**config.mk**
```make
export PLATFORM = sky130hd
export DESIGN_NAME = fast_square_packer_flat
export DESIGN_NICKNAME = d
export VERILOG_FILES = /design/src/rtl/fast_square_pkg.sv /design/src/rtl/fast_square_packer_if.sv /design/src/rtl/fs_sync_fifo.sv /design/src/rtl/fast_square_packer.sv /design/src/flat_wrapper.sv
export SDC_FILE = /design/constraint.sdc
export NUM_CORES = 1
export LEC_CHECK = 0
export CAP_MARGIN = 20
export CELL_PAD_IN_SITES_DETAIL_PLACEMENT = 0
export CELL_PAD_IN_SITES_GLOBAL_PLACEMENT = 1
export CORE_AREA = 2 2 161 203
export CTS_BUF_LIST = sky130_fd_sc_hd__clkbuf_8 sky130_fd_sc_hd__clkbuf_16
export DETAILED_ROUTE_END_ITERATION = 8
export DIE_AREA = 0 0 163 205
export GPL_TIMING_DRIVEN = 0
export PLACE_DENSITY = 0.81
export SYNTH_ARGS = -nofsm -noshare
export SYNTH_HDL_FRONTEND = slang
export SYNTH_SLANG_ARGS = --single-unit
```
**constraint.sdc**
```tcl
create_clock -name clock -period 4.9 [get_ports clock]
set_clock_uncertainty 0.2 [all_clocks]
set_input_delay 0.98 -clock clock [delete_from_list [all_inputs] [get_ports clock]]
set_output_delay 0.98 -clock clock [all_outputs]
set_load 0.01 [all_outputs]
```
**src/rtl/fast_square_pkg.sv**
```systemverilog
// fast_square_pkg: shared constants and types for the fast-square packer slice.
//   RESTART_MARKER    - I/Q word value that marks the restart of the baseband stream
//   DEFAULT_SYNC_WORD - default first header word of every frame
//   state_t           - packer FSM states
//   GRP_*_WORDS       - word counts of the pieces that make up a written group
//   SLOT_*            - writer slot indices, in the order words leave the writer
package fast_square_pkg;

  localparam logic [15:0] RESTART_MARKER    = 16'h8000;
  localparam logic [15:0] DEFAULT_SYNC_WORD = 16'hF5A5;

  typedef enum logic [1:0] {
    IDLE       = 2'd0,
    WAIT_START = 2'd1,
    STREAM     = 2'd2
  } state_t;

  localparam int unsigned GRP_PAYLOAD_WORDS = 2;  // I, Q
  localparam int unsigned GRP_HEADER_WORDS  = 2;  // SYNC_WORD, sequence
  localparam int unsigned GRP_TRAILER_WORDS = 1;  // frame XOR

  localparam logic [2:0] SLOT_SYNC    = 3'd0;
  localparam logic [2:0] SLOT_SEQ     = 3'd1;
  localparam logic [2:0] SLOT_I       = 3'd2;
  localparam logic [2:0] SLOT_Q       = 3'd3;
  localparam logic [2:0] SLOT_TRAILER = 3'd4;

endpackage

```
**src/rtl/fast_square_packer_if.sv**
```systemverilog
// fast_square_packer_if: stream-side bundle of the packer.
//   in_strobe/i_in/q_in - one-cycle pulse with the I/Q sign-bit words
//   out_data/out_valid  - FIFO head word and non-empty flag
//   out_ready           - consumer accepts out_data this cycle
// Handshake: a word transfers on every clock edge where out_valid && out_ready
// are both high; out_valid never depends on out_ready, and out_data holds its
// value while out_valid is high and out_ready is low. in_strobe has no
// back-pressure: a strobe the packer cannot take is dropped and counted.
// Modports: master = source/consumer side, slave = packer.
interface fast_square_packer_if;
  logic        in_strobe;
  logic [15:0] i_in;
  logic [15:0] q_in;
  logic [15:0] out_data;
  logic        out_valid;
  logic        out_ready;

  modport master (
    output in_strobe, i_in, q_in, out_ready,
    input  out_data, out_valid
  );

  modport slave (
    input  in_strobe, i_in, q_in, out_ready,
    output out_data, out_valid
  );
endinterface

```
**src/rtl/fs_sync_fifo.sv**
```systemverilog
// fs_sync_fifo: first-word-fall-through synchronous FIFO, 2^DEPTH_LOG2 entries.
//   clock, reset - system clock, synchronous active-high reset (empties FIFO)
//   push/push_data - write one word; ignored when full
//   pop          - remove head word; ignored when empty
//   head_data    - current head word (valid when !empty)
//   empty        - no words stored
//   free_count   - number of free entries (0..2^DEPTH_LOG2)
// A word pushed in cycle N is visible on head_data from cycle N+1.
module fs_sync_fifo #(
  parameter int unsigned DEPTH_LOG2 = 4,
  parameter int unsigned WIDTH      = 16
) (
  input  logic                  clock,
  input  logic                  reset,
  input  logic                  push,
  input  logic [WIDTH-1:0]      push_data,
  input  logic                  pop,
  output logic [WIDTH-1:0]      head_data,
  output logic                  empty,
  output logic [DEPTH_LOG2:0]   free_count
);
  localparam int unsigned DEPTH = 1 << DEPTH_LOG2;

  typedef logic [DEPTH_LOG2-1:0] ptr_t;
  typedef logic [DEPTH_LOG2:0]   cnt_t;

  logic [WIDTH-1:0] mem_q [DEPTH];
  ptr_t wr_ptr_q, wr_ptr_d;
  ptr_t rd_ptr_q, rd_ptr_d;
  cnt_t count_q, count_d;
  logic do_push;
  logic do_pop;

  assign empty      = (count_q == '0);
  assign free_count = cnt_t'(DEPTH) - count_q;
  assign head_data  = mem_q[rd_ptr_q];
  assign do_push    = push && (free_count != '0);
  assign do_pop     = pop && !empty;

  always_comb begin
    wr_ptr_d = wr_ptr_q;
    rd_ptr_d = rd_ptr_q;
    count_d  = count_q;
    if (do_push) wr_ptr_d = wr_ptr_q + ptr_t'(1);
    if (do_pop)  rd_ptr_d = rd_ptr_q + ptr_t'(1);
    if (do_push && !do_pop)      count_d = count_q + cnt_t'(1);
    else if (!do_push && do_pop) count_d = count_q - cnt_t'(1);
  end

  always_ff @(posedge clock) begin
    if (reset) begin
      wr_ptr_q <= '0;
      rd_ptr_q <= '0;
      count_q  <= '0;
    end else begin
      wr_ptr_q <= wr_ptr_d;
      rd_ptr_q <= rd_ptr_d;
      count_q  <= count_d;
    end
  end

  // Storage carries no reset; occupancy is tracked by the pointers and count.
  always_ff @(posedge clock) begin
    if (do_push) mem_q[wr_ptr_q] <= push_data;
  end

endmodule

```
**src/rtl/fast_square_packer.sv**
```systemverilog
// fast_square_packer: gates the fast-square I/Q sign-bit stream with `record`,
// skips restart markers, interleaves I/Q into framed 16-bit words and buffers
// them in an FWFT FIFO toward the host RX path.
//   clock, reset       - system clock, synchronous active-high reset
//   record             - capture enable (level)
//   bus (slave)        - in_strobe/i_in/q_in in, out_data/out_valid/out_ready
//   overflow           - sticky: at least one group was dropped
//   drop_count         - dropped groups, saturating at 16'hFFFF
//   state_dbg          - current FSM state
// Optional build macro FAST_SQUARE_PACK_TRAILER_EN: the group that completes a
// frame appends the XOR of all payload words of that frame.
module fast_square_packer
  import fast_square_pkg::*;
#(
  parameter int unsigned FIFO_DEPTH_LOG2 = 4,
  parameter int unsigned FRAME_WORDS     = 256,
  parameter logic [15:0] SYNC_WORD       = DEFAULT_SYNC_WORD
) (
  input  logic                 clock,
  input  logic                 reset,
  input  logic                 record,
  fast_square_packer_if.slave  bus,
  output logic                 overflow,
  output logic [15:0]          drop_count,
  output state_t               state_dbg
);
  localparam int unsigned FREE_W = FIFO_DEPTH_LOG2 + 2;

  state_t      state_q, state_d;
  logic [15:0] seq_q, seq_d;
  logic [15:0] pay_q, pay_d;
  logic        overflow_q, overflow_d;
  logic [15:0] drop_q, drop_d;
  logic        busy_q, busy_d;
  logic [2:0]  slot_q, slot_d;
  logic [15:0] i_q, i_d;
  logic [15:0] q_q, q_d;
  logic [15:0] grp_seq_q, grp_seq_d;
`ifdef FAST_SQUARE_PACK_TRAILER_EN
  logic [15:0] acc_q, acc_d;
  logic        trailer_q, trailer_d;
`endif

  logic              fifo_empty;
  logic [FIFO_DEPTH_LOG2:0] fifo_free;
  logic              pop;
  logic              push;
  logic [15:0]       push_data;
  logic              hdr;
  logic              frame_end;
  logic              is_marker;
  logic              capture;
  logic              fits;
  logic              accept;
  logic              drop;
  logic [2:0]        last_slot;
  logic [FREE_W-1:0] grp_size;
  logic [FREE_W-1:0] free_avail;

  fs_sync_fifo #(
    .DEPTH_LOG2 (FIFO_DEPTH_LOG2),
    .WIDTH      (16)
  ) u_fifo (
    .clock      (clock),
    .reset      (reset),
    .push       (push),
    .push_data  (push_data),
    .pop        (pop),
    .head_data  (bus.out_data),
    .empty      (fifo_empty),
    .free_count (fifo_free)
  );

  assign bus.out_valid = !fifo_empty;
  assign pop           = !fifo_empty && bus.out_ready;
  assign overflow      = overflow_q;
  assign drop_count    = drop_q;
  assign state_dbg     = state_q;

  // Group decode for a strobe arriving this cycle.
  assign hdr       = (pay_q == '0);
  assign frame_end = ((pay_q + 16'(GRP_PAYLOAD_WORDS)) == 16'(FRAME_WORDS));
  assign is_marker = (bus.i_in == RESTART_MARKER) && (bus.q_in == RESTART_MARKER);
  assign capture   = record && bus.in_strobe &&
                     ((state_q == STREAM) || ((state_q == WAIT_START) && !is_marker));
  // A pop this cycle frees its slot before the group's first write lands.
  assign free_avail = {1'b0, fifo_free} + FREE_W'(pop);
  assign fits       = !busy_q && (free_avail >= grp_size);
  assign accept     = capture && fits;
  assign drop       = capture && !fits;

  always_comb begin
    grp_size = FREE_W'(GRP_PAYLOAD_WORDS);
    if (hdr) grp_size = grp_size + FREE_W'(GRP_HEADER_WORDS);
`ifdef FAST_SQUARE_PACK_TRAILER_EN
    if (frame_end) grp_size = grp_size + FREE_W'(GRP_TRAILER_WORDS);
`endif
  end

  // Writer: walks slot indices from the group's first slot to its last,
  // pushing one word per cycle.
  always_comb begin
    last_slot = SLOT_Q;
`ifdef FAST_SQUARE_PACK_TRAILER_EN
    if (trailer_q) last_slot = SLOT_TRAILER;
`endif
    push = busy_q;
    case (slot_q)
      SLOT_SYNC:    push_data = SYNC_WORD;
      SLOT_SEQ:     push_data = grp_seq_q;
      SLOT_I:       push_data = i_q;
      SLOT_Q:       push_data = q_q;
`ifdef FAST_SQUARE_PACK_TRAILER_EN
      SLOT_TRAILER: push_data = acc_q;
`endif
      default:      push_data = '0;
    endcase
  end

  always_comb begin
    state_d    = state_q;
    seq_d      = seq_q;
    pay_d      = pay_q;
    overflow_d = overflow_q;
    drop_d     = drop_q;
    busy_d     = busy_q;
    slot_d     = slot_q;
    i_d        = i_q;
    q_d        = q_q;
    grp_seq_d  = grp_seq_q;
`ifdef FAST_SQUARE_PACK_TRAILER_EN
    acc_d      = acc_q;
    trailer_d  = trailer_q;
`endif

    // FSM; the writer below runs independently so a group in flight
    // always completes even after record falls.
    case (state_q)
      IDLE: begin
        if (record) begin
          state_d    = WAIT_START;
          overflow_d = 1'b0;
          drop_d     = '0;
          seq_d      = '0;
          pay_d      = '0;
        end
      end
      WAIT_START: begin
        if (!record) state_d = IDLE;
        else if (bus.in_strobe && !is_marker) state_d = STREAM;
      end
      STREAM: begin
        if (!record) state_d = IDLE;
      end
      default: state_d = IDLE;
    endcase

    if (busy_q) begin
      if (slot_q == last_slot) busy_d = 1'b0;
      else slot_d = slot_q + 3'd1;
    end

    // accept implies !busy_q, so it never races the writer update above.
    if (accept) begin
      busy_d    = 1'b1;
      slot_d    = hdr ? SLOT_SYNC : SLOT_I;
      i_d       = bus.i_in;
      q_d       = bus.q_in;
      grp_seq_d = seq_q;
      if (hdr) seq_d = seq_q + 16'd1;
      pay_d     = frame_end ? '0 : (pay_q + 16'(GRP_PAYLOAD_WORDS));
`ifdef FAST_SQUARE_PACK_TRAILER_EN
      // Writer reads acc_q for the trailer; no new group can be accepted
      // until that word has been written.
      acc_d     = (hdr ? 16'h0000 : acc_q) ^ bus.i_in ^ bus.q_in;
      trailer_d = frame_end;
`endif
    end

    if (drop) begin
      overflow_d = 1'b1;
      if (drop_q != 16'hFFFF) drop_d = drop_q + 16'd1;
    end
  end

  always_ff @(posedge clock) begin
    if (reset) begin
      state_q    <= IDLE;
      seq_q      <= '0;
      pay_q      <= '0;
      overflow_q <= 1'b0;
      drop_q     <= '0;
      busy_q     <= 1'b0;
      slot_q     <= SLOT_SYNC;
      i_q        <= '0;
      q_q        <= '0;
      grp_seq_q  <= '0;
`ifdef FAST_SQUARE_PACK_TRAILER_EN
      acc_q      <= '0;
      trailer_q  <= 1'b0;
`endif
    end else begin
      state_q    <= state_d;
      seq_q      <= seq_d;
      pay_q      <= pay_d;
      overflow_q <= overflow_d;
      drop_q     <= drop_d;
      busy_q     <= busy_d;
      slot_q     <= slot_d;
      i_q        <= i_d;
      q_q        <= q_d;
      grp_seq_q  <= grp_seq_d;
`ifdef FAST_SQUARE_PACK_TRAILER_EN
      acc_q      <= acc_d;
      trailer_q  <= trailer_d;
`endif
    end
  end

endmodule

```
**src/flat_wrapper.sv**
```systemverilog
// flat-port wrapper written by rule: the top's interface ports become plain ports
module fast_square_packer_flat import fast_square_pkg::*;
#(
  parameter int unsigned FIFO_DEPTH_LOG2 = 4,
  parameter int unsigned FRAME_WORDS     = 256,
  parameter logic [15:0] SYNC_WORD       = DEFAULT_SYNC_WORD
)
  (clock, reset, record, overflow, drop_count, state_dbg, bus_in_strobe, bus_i_in, bus_q_in, bus_out_ready, bus_out_data, bus_out_valid);
  fast_square_packer_if bus_i ();
  input  logic clock;
  input  logic reset;
  input  logic record;
  output logic overflow;
  output logic [15:0] drop_count;
  output state_t state_dbg;
  input wire logic [$bits(bus_i.in_strobe)-1:0] bus_in_strobe;
  input wire logic [$bits(bus_i.i_in)-1:0] bus_i_in;
  input wire logic [$bits(bus_i.q_in)-1:0] bus_q_in;
  input wire logic [$bits(bus_i.out_ready)-1:0] bus_out_ready;
  output wire logic [$bits(bus_i.out_data)-1:0] bus_out_data;
  output wire logic [$bits(bus_i.out_valid)-1:0] bus_out_valid;
  assign bus_i.in_strobe = bus_in_strobe;
  assign bus_i.i_in = bus_i_in;
  assign bus_i.q_in = bus_q_in;
  assign bus_i.out_ready = bus_out_ready;
  assign bus_out_data = bus_i.out_data;
  assign bus_out_valid = bus_i.out_valid;
  fast_square_packer #(.FIFO_DEPTH_LOG2(FIFO_DEPTH_LOG2), .FRAME_WORDS(FRAME_WORDS), .SYNC_WORD(SYNC_WORD)) u_core (.clock(clock), .reset(reset), .record(record), .bus(bus_i), .overflow(overflow), .drop_count(drop_count), .state_dbg(state_dbg));
endmodule
```
[Word level (Yosys, flattened, before mapping)]
Memories as Yosys holds them, arrays and structs flattened. A register that Yosys moved wholly into a read port is not among the register bits.
Index checks and enable logic that the tools add are counted.
Storage, ports and cells
  register bits after elaboration: 116
  RAM bits: 256
  input port bits: 37
  output and inout bits: 36
  logic and storage cells: 108
  memories kept: 1
Cells by class
  $add $sub $neg: 10
  order comparisons: 1
  eq/ne operators: 13
  multiplexer cells: 35
  reductions and logical operators: 35
Memory list
  u_core.u_fifo.mem_q: depth 16, bits a word 16, read ports 1, clocked after Yosys merged registers in 1, wr ports 1, line fs_sync_fifo.sv:27  | logic [WIDTH-1:0] mem_q [DEPTH];
Operators by type and width (number)
  2-to-1 mux 16 bit: 12
  one-hot mux 16 bit (4 select lines): 1
  adder 16 x 1 -> 16 bit, second input constant: 2
  equality test 16 bit, second input constant: 2
  adder 16 x 2 -> 16 bit, second input constant: 1
  equality test 16 x 9 -> 1 bit, second input constant: 1
  zero test 16 bit: 1
  inequality test 16 bit, second input constant: 1
  logical AND 1 bit: 13
  2-to-1 mux 3 bit: 4
  nonzero test 2 bit: 6
  2-to-1 mux 2 bit: 5
  2-to-1 mux 5 bit: 2
  adder 4 x 1 -> 4 bit, second input constant: 2
  2-to-1 mux 1 bit: 8
  2-to-1 mux 4 bit: 2
  adder 5 x 1 -> 6 bit: 1
  equality test 3 x 2 -> 1 bit, second input constant: 2
  >= comparator 6 x 3 -> 1 bit: 1
  zero test 1 bit: 6
  one-hot mux 2 bit (3 select lines): 1
  AND reduction 2 bit: 3
  adder 5 x 1 -> 5 bit, second input constant: 1
  zero test 5 bit: 1
  other kinds (14): 15

[Depth between registers and ports, before layout]
  depth in word-level cells: 10
  mapped depth: 19
  depth with buffers taken out: 16

[Hierarchy]
From an unflattened synthesis, not the netlist that was laid out.
Second synthesis, totals
  cell total of the unflattened synthesis: 1188
  area total of the unflattened synthesis: 15857.7 µm²
By module, submodules not included
  fs_sync_fifo: times used 1, cells an instance 527, area an instance 10694.0 µm², sequential area each 8027.7 µm²
  fast_square_packer: times used 1, cells an instance 661, area an instance 5163.7 µm², sequential area each 2042.0 µm²

[Least setup slack after synthesis]
No wires, ideal clock.
  path type: register to register
  start point: register u_core.u_fifo.count_q[0]
  end point: register u_core.seq_q[14]
  library setup time: 0.063 ns
  data arrival time: 3.989 ns
  required time: 4.637 ns
  slack: 0.649 ns
  stages on the path, launching flop included: 19
  buffers on the path: 2
  period minus slack after synthesis: 4.251 ns
  cell sequence: dfxtp_1 inv_1 ha_1 nor3b_1 ha_1 nor2b_1 clkbuf_1 ha_1 ha_1 xnor2_1 ha_1 inv_1 o221a_2 a31o_1 or3_1 buf_2 or3_1 or4_1 nand3_1
On the way
  word-level cells in the longest chain between the ends: 8
  elaborated cells on any way between the ends: 9
  those cells by class: add/sub: 2; order compare: 1; mux: 1; reduce/logical: 5
RTL lines
  start: declaration: line fs_sync_fifo.sv:30  | cnt_t count_q, count_d;
  start signal: assignment: line fs_sync_fifo.sv:58  | count_q <= count_d;
  branches (longest 3 deep; another with subtractor 5 bit)
  adder 5 x 1 -> 6 bit (*): line fast_square_packer.sv:87  | assign free_avail = {1'b0, fifo_free} + FREE_W'(pop);
  >= comparator 6 x 3 -> 1 bit (*): line fast_square_packer.sv:88  | assign fits = !busy_q && (free_avail >= grp_size);
  logical AND 1 bit (*): line fast_square_packer.sv:88
  logical AND 1 bit (*): line fast_square_packer.sv:89  | assign accept = capture && fits;
  2-to-1 mux 16 bit (*): line fast_square_packer.sv:164  | if (accept) begin
  end signal: assignment: line fast_square_packer.sv:204  | seq_q <= seq_d;
  end: declaration: line fast_square_packer.sv:30  | logic [15:0] seq_q, seq_d;
Every way passes the cells marked *.
A chain may end at the register's enable or synchronous reset.

==> metrics <==
status=finished clean; Reg2Reg Depth=19; Most used DFF post-synth=edfxtp_1; post-synthesis sequential area ratio=64.7%; unrepaired setup endpoints after global routing=no; # port buffers=a little over 70; Worst R2R Setup Slack=0.31 ns; CTS tree=done; Fill cells=between 2000 and 2500; Die Wd=163 µm; Iteration-0 DRC Markers=744; CP Capture Type=output port; sequential power share=46.8%; Fin. Hold Viols=0; DIE HEIGHT=205 µm; Hold Path Depth=2; reg2reg end=u_core.seq_q[8]$_SDFF_PP0_; Sw Share=roughly 25%; vias in the first global route=approximately 10000; Via density=5.78; EDFF count, synth=roughly 260; final slew viol count=0; Syn Std Cell Area=~0.016 mm²; ys async rst share=0%; dpl cell area=0.0172 mm²; CTS Buf Count=37; drt pass-1 iters=5; layout cells sized above 1=between 15 and 20%; global-route wire length before repair=59.8 mm; max cap viols=0; Slew headroom=28.7%; Hold-fix buffers, CTS=0; Yosys warning total=0; DRC=0; CTS Root Cell=clkbuf_16; TritonCTS Sinks=roughly 380; Peak VDD IR=0.259 mV; area of the multi-input gates=0.00518 mm²; register bit count reported by yosys=375; largest net degree at the start of global routing=17; Int Pwr=5710 µW; gpl congestion=0.802; clock share of power=between 30% and 40%; synthesis-to-finish area growth=18.9%; drt total wl=38.7 mm; DP HPWL=26.6 mm; crit path max fanout=10; top-area cell type share of the netlist area=49.4%; # IOs=73; Fin Hold WS=0.254 ns; # setup viols final=0; CORE AREA=0.0315 mm²; crit path time final=4.74 ns; slew of the pin with the lowest slew margin=1.06 ns; GRT overflow=0; Critical Path RT=3.72 ns; Clk Latency, worst-skew pair=~0.54 ns; Syn Area/Cell=13.6 µm²; htree depth=2; worst hold path type=reg2reg; Peak Freq=0.211 GHz; fin crit share=96.8%; Initial Utilization=between 40% and 50%; Tot Pwr=7620 µW; Cell Pwr Density=about 400 mW/mm²; storage element area=0.0101 mm²; Logic pwr share=~17%; Worst setup SP type=register; post-CTS setup buffers=0; sw power=1910 µW; Hold Path End=u_core.q_q[5]$_SDFFE_PP0P_; distinct cell type count after synthesis=53; GRT Util Overall=24.1%; reg2reg start=u_core.u_fifo.count_q[1]$_SDFFE_PP0P_; Synth area leader=edfxtp_1; Detail Route Antenna Nets=0; Non-Filler Cell Area, Final=0.0185 mm²; Die Footprint=0.0334 mm²; HP Start=u_core.q_q[5]$_SDFFE_PP0P_; total number of vias=9942; critical path type=reg2out; DR WL/cell=22.5 µm; DP Cell Count=1650; Worst-path clk slew=0.06 ns; critical path arrival=3.56 ns; initial antenna violation count=2; final cell count without fillers=around 1700; Lkg Pwr=0.00572 µW; Site Rows=73; Net count, final=1341; synth top area cells=edfxtp_1 (49%), dfxtp_1 (15%), mux4_2 (12%); Post-Syn Nets=1204; synthesized instance count=1143; CTS Buffer Depth=3
-- power groups by stage --
stage / logic (µW) / registers [µW] / clock network, µW
finish: 1300 / 3570 / 2760
global route: 1430 / 3570 / 2920
CTS: 1300 / 3570 / 2800
detailed placement: 1280 / 3630 / 0
global placement: 1220 / 3640 / 0
floorplan: 840 / 3620 / 0
-- through the flow --
stage	TNS [ns]	worst slack, ns	util, %
floorplan	0	0.649	-
global placement	-19.83	-0.403	53.3
detailed placement	-21.14	-0.409	54.6
CTS	0	0.00674	58.5
global route	0	0.00586	58.7
finish	0	0.155	58.7
-- critical path: stages, from the launching register on --
cell,delay [ns]
dfxtp_1,0.31
buf_1,0.55
clkbuf_1,0.71
mux4_2,0.44
mux4_2,0.52
clkdlybuf4s50_1,0.50
-- cell type report --
class                           count  area share [%]
Tap cell                          412            2.79
Antenna cell                        1          0.0135
Clock buffer                       39            5.22
Timing Repair Buffer               98            6.02
Clock inverter                     26            1.18
Inverter                           30           0.609
Multi-Input combinational cell    673            28.0
Sequential cell                   375            54.5
Buffer                             65            1.71
-- routing by layer --
metal / global-route usage, % / routed length, µm / up-vias
li1: - / - / 4615
met1: 28.6 / 14800 / 4928
met2: 44.0 / 20700 / 317
met3: 4.05 / 2030 / 78
met4: 8.47 / 1180 / 4
met5: 0 / 28 / -
-- state kept, by name, indices dropped and copies added (netlist names), named ones only --
register	cells
u_core.pay_q	15
u_core.seq_q	16
u_core.u_fifo.count_q	5
u_core.q_q	16
u_core.state_dbg	2
u_core.u_fifo.wr_ptr_q	4
u_core.busy_q	1
u_core.overflow	1
u_core.u_fifo.mem_q	256
u_core.u_fifo.rd_ptr_q	4
u_core.slot_q	3
u_core.grp_seq_q	16
u_core.drop_count	16
u_core.i_q	16
-- Yosys cell counts, types with 2 or more instances --
cell type,count
and3_1,8
o221ai_1,2
nor4bb_1,2
nand2_1,164
xnor2_1,8
a21o_1,5
inv_1,30
nand4_1,8
edfxtp_1,256
nor4_1,16
o211ai_1,5
a31oi_1,6
a222oi_1,6
mux4_2,80
o21ai_0,35
xor2_1,12
nor3_1,14
nand2b_1,4
buf_2,2
nand3_1,32
a221oi_1,10
a211oi_1,4
clkbuf_1,46
nor3b_1,3
nor2_1,61
nand3b_1,4
a21oi_1,90
dfxtp_1,119
a2111oi_0,2
mux2i_1,9
buf_1,16
or4_1,5
nor4b_1,5
and2_1,7
a22o_1,3
ha_1,23
or3_1,18
nor2b_1,8
-- cells in the final DEF (no fill, tap or decap), types with 12 or more instances in the layout --
master | synthesis | final
edfxtp_1 | 256 | 256
nand2_1 | 164 | 164
dfxtp_1 | 119 | 118
a21oi_1 | 90 | 90
mux4_2 | 80 | 80
clkdlybuf4s50_1 | 0 | 71
nor2_1 | 61 | 49
clkbuf_16 | 0 | 38
inv_1 | 30 | 36
o21ai_0 | 35 | 32
nand3_1 | 32 | 32
clkbuf_1 | 46 | 31
ha_1 | 23 | 22
or3_1 | 18 | 18
clkbuf_2 | 0 | 17
nor4_1 | 16 | 16
xor2_1 | 12 | 12
nor2_2 | 0 | 12
-- logic make-up after synthesis --
group	after synthesis	share of synthesized area, %
DFF	375	64.7
and+or+nand+nor	364	10.9
AOI/OAI and AO/OA	175	6.68
buffers and inverters	95	2.33
muxes	90	12.2
adders and majority gates	24	1.98
xor gates and xnor gates	20	1.13
-- worst max path at each step --
| stage | start | end | slack [ns] | cells after the start |
|---|---|---|---|---|
| 2_1_floorplan | u_core.u_fifo.count_q[0]$_SDFFE_PP0P_ | u_core.seq_q[14]$_SDFF_PP0_ | 0.65 | 18 |
| 3_3_place_gp | bus_out_ready | u_core.pay_q[8]$_SDFFE_PP0P_ | -0.40 | 15 |
| 3_5_place_dp | bus_out_ready | u_core.pay_q[8]$_SDFFE_PP0P_ | -0.41 | 15 |
| 4_1_cts | u_core.u_fifo.count_q[0]$_SDFFE_PP0P_ | u_core.pay_q[8]$_SDFFE_PP0P_ | 0.007 | 18 |
| 5_1_grt | u_core.u_fifo.count_q[1]$_SDFFE_PP0P_ | u_core.seq_q[13]$_SDFF_PP0_ | 0.006 | 19 |
| 6_report | register | bus_out_data[13] | 0.16 | 5 |
-- timing repair --
| action | in CTS | in global routing |
|---|---|---|
| resized for setup | 15 | 28 |
| endpoints found under the hold margin | 0 | 0 |
| gates cloned | 0 | 0 |
| endpoints found under the setup margin | 45 | 94 |
Note: power is estimated with default switching activity, not from simulation.
